<file path="src/rtl/seq_alu_pkg.sv">
// seq_alu_pkg: shared opcodes, widths and FSM state type for the seq_alu block.
// The multiply opcode is legal only when SEQ_ALU_MUL_EN is defined.
package seq_alu_pkg;

  localparam int OP_W = 4;

  localparam logic [OP_W-1:0] OP_ADD = 4'd0;
  localparam logic [OP_W-1:0] OP_SUB = 4'd1;
  localparam logic [OP_W-1:0] OP_NOT = 4'd2;
  localparam logic [OP_W-1:0] OP_AND = 4'd3;
  localparam logic [OP_W-1:0] OP_OR  = 4'd4;
  localparam logic [OP_W-1:0] OP_XOR = 4'd5;
  localparam logic [OP_W-1:0] OP_SLT = 4'd6;
  localparam logic [OP_W-1:0] OP_EQ  = 4'd7;
  localparam logic [OP_W-1:0] OP_MUL = 4'd8;

  typedef enum logic [1:0] {
    IDLE = 2'd0,
    BUSY = 2'd1,
    DONE = 2'd2
  } alu_state_t;

endpackage

</file>
<file path="src/rtl/seq_alu_mul.sv">
// alu_mul_iter: unsigned shift-add multiplier, one partial product per cycle
// over WIDTH cycles. 'done' is high during the last iteration, and 'product'
// then carries the complete 2*WIDTH-bit result so the caller can register it
// on the same edge that ends the iteration.
module alu_mul_iter #(
  parameter int WIDTH = 4
) (
  input  logic               clk,
  input  logic               rst_n,
  input  logic               start,
  input  logic [WIDTH-1:0]   a,
  input  logic [WIDTH-1:0]   b,
  output logic               busy,
  output logic               done,
  output logic [2*WIDTH-1:0] product
);

  localparam int CNT_W = (WIDTH > 1) ? $clog2(WIDTH) : 1;
  localparam logic [CNT_W-1:0] LAST = CNT_W'(WIDTH - 1);

  logic [CNT_W-1:0]   cnt;
  logic [2*WIDTH-1:0] mcand;
  logic [WIDTH-1:0]   mplier;
  logic [2*WIDTH-1:0] acc;
  logic [2*WIDTH-1:0] step;

  // Accumulator value after adding the current partial product.
  assign step    = acc + (mplier[0] ? mcand : '0);
  assign done    = busy & (cnt == LAST);
  assign product = step;

  // Iteration state: load operands on start, then shift and accumulate.
  // The counter parks at LAST after the final iteration instead of wrapping.
  always_ff @(posedge clk or negedge rst_n) begin
    // NOTE: all state here uses non-blocking assignments so every register
    // samples pre-edge values; blocking would chain updates within one edge.
    if (!rst_n) begin
      busy   <= 1'b0;
      cnt    <= '0;
      mcand  <= '0;
      mplier <= '0;
      acc    <= '0;
    end else if (start) begin
      busy   <= 1'b1;
      cnt    <= '0;
      mcand  <= {{WIDTH{1'b0}}, a};
      mplier <= b;
      acc    <= '0;
    end else if (busy) begin
      acc    <= step;
      mcand  <= mcand << 1;
      mplier <= mplier >> 1;
      if (cnt == LAST) begin
        busy <= 1'b0;
      end else begin
        cnt <= cnt + 1'b1;
      end
    end
  end

endmodule

</file>
<file path="src/rtl/seq_alu.sv">
// seq_alu: handshaked ALU with registered result and overflow/zero/error flags.
// Define SEQ_ALU_MUL_EN to add the iterative multiply (opcode 8); without it
// every op completes in one cycle and opcode 8 is illegal.
module seq_alu
  import seq_alu_pkg::*;
#(
  parameter int WIDTH = 4
) (
  input  logic             clk,
  input  logic             rst_n,
  input  logic             in_valid,
  output logic             in_ready,
  input  logic [OP_W-1:0]  in_op,
  input  logic [WIDTH-1:0] in_a,
  input  logic [WIDTH-1:0] in_b,
  output logic             out_valid,
  input  logic             out_ready,
  output logic [WIDTH-1:0] out_result,
  output logic             out_overflow,
  output logic             out_zero,
  output logic             out_err
);

  alu_state_t state;

  logic             accept;
  logic             start_mul;
  logic [WIDTH:0]   sum_ext;
  logic [WIDTH:0]   diff_ext;
  logic [WIDTH-1:0] alu_raw;
  logic [WIDTH-1:0] alu_result;
  logic             alu_ovf;
  logic             alu_err;

  assign in_ready  = (state == IDLE) | ((state == DONE) & out_ready);
  assign out_valid = (state == DONE);
  assign accept    = in_valid & in_ready;

  // Sign-extended add/sub: overflow shows as disagreement of the top two bits.
  assign sum_ext  = {in_a[WIDTH-1], in_a} + {in_b[WIDTH-1], in_b};
  assign diff_ext = {in_a[WIDTH-1], in_a} - {in_b[WIDTH-1], in_b};

  // Single-cycle op decode on the live request; the result is registered at accept.
  always_comb begin
    // NOTE: defaults first so every path assigns every output and no latch forms.
    alu_raw = '0;
    alu_ovf = 1'b0;
    alu_err = 1'b0;
    case (in_op)
      OP_ADD: begin
        alu_raw = sum_ext[WIDTH-1:0];
        alu_ovf = sum_ext[WIDTH] ^ sum_ext[WIDTH-1];
      end
      OP_SUB: begin
        alu_raw = diff_ext[WIDTH-1:0];
        alu_ovf = diff_ext[WIDTH] ^ diff_ext[WIDTH-1];
      end
      OP_NOT: alu_raw = ~in_a;
      OP_AND: alu_raw = in_a & in_b;
      OP_OR:  alu_raw = in_a | in_b;
      OP_XOR: alu_raw = in_a ^ in_b;
      OP_SLT: alu_raw = {{(WIDTH-1){1'b0}}, ($signed(in_a) < $signed(in_b))};
      OP_EQ:  alu_raw = {{(WIDTH-1){1'b0}}, (in_a == in_b)};
`ifdef SEQ_ALU_MUL_EN
      OP_MUL: alu_raw = '0;
`endif
      default: alu_err = 1'b1;
    endcase
  end

  // Overflowed and illegal ops both report a forced-zero result.
  assign alu_result = (alu_ovf | alu_err) ? '0 : alu_raw;

`ifdef SEQ_ALU_MUL_EN
  logic               mul_busy;
  logic               mul_done;
  logic [2*WIDTH-1:0] mul_product;
  logic               mul_ovf;

  assign start_mul = accept & (in_op == OP_MUL) & ~mul_busy;
  assign mul_ovf   = |mul_product[2*WIDTH-1:WIDTH];

  alu_mul_iter #(
    .WIDTH (WIDTH)
  ) u_mul (
    .clk     (clk),
    .rst_n   (rst_n),
    .start   (start_mul),
    .a       (in_a),
    .b       (in_b),
    .busy    (mul_busy),
    .done    (mul_done),
    .product (mul_product)
  );
`else
  assign start_mul = 1'b0;
`endif

  // Control FSM with registered result fields; fields only change when a new
  // result is produced, so they hold steady under output backpressure.
  always_ff @(posedge clk or negedge rst_n) begin
    if (!rst_n) begin
      state        <= IDLE;
      out_result   <= '0;
      out_overflow <= 1'b0;
      out_zero     <= 1'b1;
      out_err      <= 1'b0;
    end else begin
      case (state)
        IDLE, DONE: begin
          if (accept) begin
            if (start_mul) begin
              state <= BUSY;
            end else begin
              state        <= DONE;
              out_result   <= alu_result;
              out_overflow <= alu_ovf;
              out_zero     <= (alu_result == '0);
              out_err      <= alu_err;
            end
          end else if (state == DONE && out_ready) begin
            state <= IDLE;
          end
        end
`ifdef SEQ_ALU_MUL_EN
        BUSY: begin
          if (mul_done) begin
            state        <= DONE;
            out_result   <= mul_ovf ? '0 : mul_product[WIDTH-1:0];
            out_overflow <= mul_ovf;
            out_zero     <= mul_ovf | (mul_product[WIDTH-1:0] == '0);
            out_err      <= 1'b0;
          end
        end
`endif
        default: state <= IDLE;
      endcase
    end
  end

endmodule

</file>
<file path="config.mk">
export PLATFORM = sky130hd
export DESIGN_NAME = seq_alu
export DESIGN_NICKNAME = d
export VERILOG_FILES = /design/src/rtl/seq_alu_pkg.sv /design/src/rtl/seq_alu_mul.sv /design/src/rtl/seq_alu.sv
export SDC_FILE = /design/constraint.sdc
export NUM_CORES = 1
export LEC_CHECK = 0
export ABC_AREA = 1
export BUFFER_PORTS_ARGS = -buffer_cell sky130_fd_sc_hd__buf_2
export CAP_MARGIN = 20
export CORE_MARGIN = 2
export CORE_UTILIZATION = 35
export DETAILED_ROUTE_END_ITERATION = 8
export PLACE_DENSITY = 0.64
export SKIP_CTS_REPAIR_TIMING = 1
export SLEW_MARGIN = 20
export SYNTH_ARGS = -nofsm -noshare
export SYNTH_HDL_FRONTEND = slang
export SYNTH_SLANG_ARGS = --single-unit
</file>
<file path="constraint.sdc">
create_clock -name clk -period 0.9 [get_ports clk]
set_input_delay 0.135 -clock clk [delete_from_list [all_inputs] [get_ports clk]]
set_output_delay 0.135 -clock clk [all_outputs]
set_load 0.1 [all_outputs]
</file>
==> results.cfg <==
[worst_setup_path]
crit_top_cell = nand2_1
rrSetupSlack_ns = -0.26
cp.arrival_ns = 1.62
path_class = in2reg
slowest_delay_ns = 0.36
rr_worst_depth = 6
required_ns = 1.11
crit-reg2reg-capture = out_overflow
worstSetupEndpointType = register
timing.rr.start = state[1]
crit_path_cell_trace = buf_12 -> ha_4 -> fa_2 -> buf_4 -> xnor2_1 -> nor3_1 -> nor2_1 -> nand2_1 -> o21ai_2 -> nand3_1 -> nand2_1
cpMaxStageDelayCell = fa_2
path_max_fanout = 3
start_kind = input port

[global_route]
antenna_found_initial = 0
globalRouteOverflowTotal = 0
track_usage = 0.189
grt_max_degree = 10
grt_first_pass_wirelength_um = 5230
grt_pass1_vias = 1229

[clock_tree]
h-tree-depth = 1
cts_tree = done
path_clk_slew_ns = 0.06
clock_latency_ns = 0.26
clock_path_buffers = 2
cts_buffers = 3
cts_root_buffer = clkbuf_4
cts.sinks = 8

[power]
vdd_ir_drop_max_mv = 0.491
p_per_area_nw_per_um2 = 1080
power_leakage_nw = 1.02
total_power_mw = 2.08

[synthesis]
synthTopCellsByArea = nand2_1 20%, dfrtp_1 16%, ha_1 14%
synth_nets = 210
synthXorXnorAreaFrac = 0.00777
synthDominantCellAreaShare = 0.196
ys_ff_latch = 8
yosys_warnings = 0
syn_inst = 179
synthMuxAreaShare = 0
netlist_area_um2 = 1130
synth_seq_area_share = 0.179
synth_top_area_cell = nand2_1
synth.distinct_cells = 29
synth_compound_gate_area_share = 0.0666
syn_avg_cell_area_um2 = 6.30
synth_top_family_by_area = simple AND/OR/NAND/NOR gates
synth_adder_area_share = 0.180
yosys.area_share.simple = 0.450

[timing]
worstMarginPinSlew_ns = 0.240
setup_viol = 17
hold_viol_final = 0
fin_hold_ws_ns = 0.151
setup_tns_ns = -4.38
drv_slew = 0
fin_crit_sh = 1.56
rsz0062_at_grt = true
setup_slack_ns = -0.506
fin_crit_ns = 1.41
maxSlewHeadroom = 0.840
finClkSkew_ns = 0.0121
fmax_ghz = 0.711

[drt]
viasPerCell = 4.58
vias = 1343
drtIter0Drc = 49
wl_um = 3310
route.detailed.drc = 0
drtAntennaViolNets = 0
drt-pass1-iter-count = 4
wl_per_cell_um = 11.3

[placed_design]
place_area_um2 = 1780
port_buffers = 24
hpwl_um = 2700
gp_congestion = 0.971

[status]
violations = negative setup slack
status = finished, violations left

[worst_hold_path]
min_from = in_valid
hold_path.class = in2reg
holdPathEnd = state[1]
holdPathStages = 3

[layout]
drive_gt1_frac = 0.442
nets = 281
final_util = 0.630
mostFrequentLayoutCell = nand2_1
final_cell_mix = 56 x nand2_1, 38 x buf_4, 19 x inv_1, 19 x nor2_1, 18 x nand3_1
fin_area_um2 = 1920
insertedDiodeCount = 0
synthToLayoutAreaGrowth_pct = 70.6

[floorplanning]
die_height_um = 60.8
die_area_um2 = 3690
rows = 20
boundaryPins = 25
core-area_um2 = 3050
initial_core_util = 0.369
die_w_um = 60.8

[flow_run]
drv_cap = 0
[final cells by class]
class	instances	area [um^2]
clock buffer	4	26.3
inverter	29	129
tap	44	55.1
timing repair buffer	68	628
sequential	8	216
multi-input combinational	140	868
fill	288	1130
[through the flow]
step | instances | setup WS (ns)
3_3_place_gp | 282 | -0.851
6_report | 293 | -0.506
2_1_floorplan | 179 | -0.565
5_1_grt | 293 | -0.613
4_1_cts | 286 | -0.593
3_5_place_dp | 282 | -0.879
[routing by layer]
layer  track usage  vias up  part of all wire
met5             0        -                 0
met4        0.0342        0             0.020
met3        0.0469        8             0.065
met2         0.301       40              0.47
met1         0.261      599              0.44
li1              -      696                 -
[how the worst max path moves through the flow]
stage	startpoint	endpoint	cells past startpoint	slack [ns]
floorplan	in_a[0]	out_zero	14	-0.56
global placement	in_a[0]	out_zero	15	-0.85
detailed placement	in_a[0]	out_zero	15	-0.88
CTS	in_a[0]	out_zero	15	-0.59
global route	in_a[0]	out_zero	15	-0.61
finish	in_a[0]	out_zero	11	-0.51
[registers in the layout, summed over array words and instances (netlist names)]
register and cells:
out_err 1, out_overflow 1, out_result 4, out_zero 1
state 1
[power breakdown]
part	switching (mW)	internal, mW
Combinational	0.755	0.538
Clock	0.139	0.171
Sequential	0.0500	0.423
Total	0.944	1.13
[critical path: cells and delay by family]
family          cells  cell delay, ns
compound gates      1            0.14
buf+inv             2            0.26
simple gates        5            0.39
xor+xnor            1            0.18
fa+ha+maj           2            0.52
[kinds of logic after synthesis]
group,Yosys count
and+or+nand+nor,113
DFF,8
AOI/OAI and AO/OA,11
adders and majority gates,15
buffers and inverters,31
xor gates and xnor gates,1
[synth_stat cells, drive strengths merged]
master,number
nand3,21
inv,28
nand2,61
a21boi,1
ha,13
nand3b,3
xnor2,1
a31oi,1
nor2,25
o21ai,6
nand4,1
clkinv,1
a21oi,2
fa,2
o22ai,1
dfrtp,7
buf,2
nor3,2
dfstp,1
(Power assumes the default switching activity.)
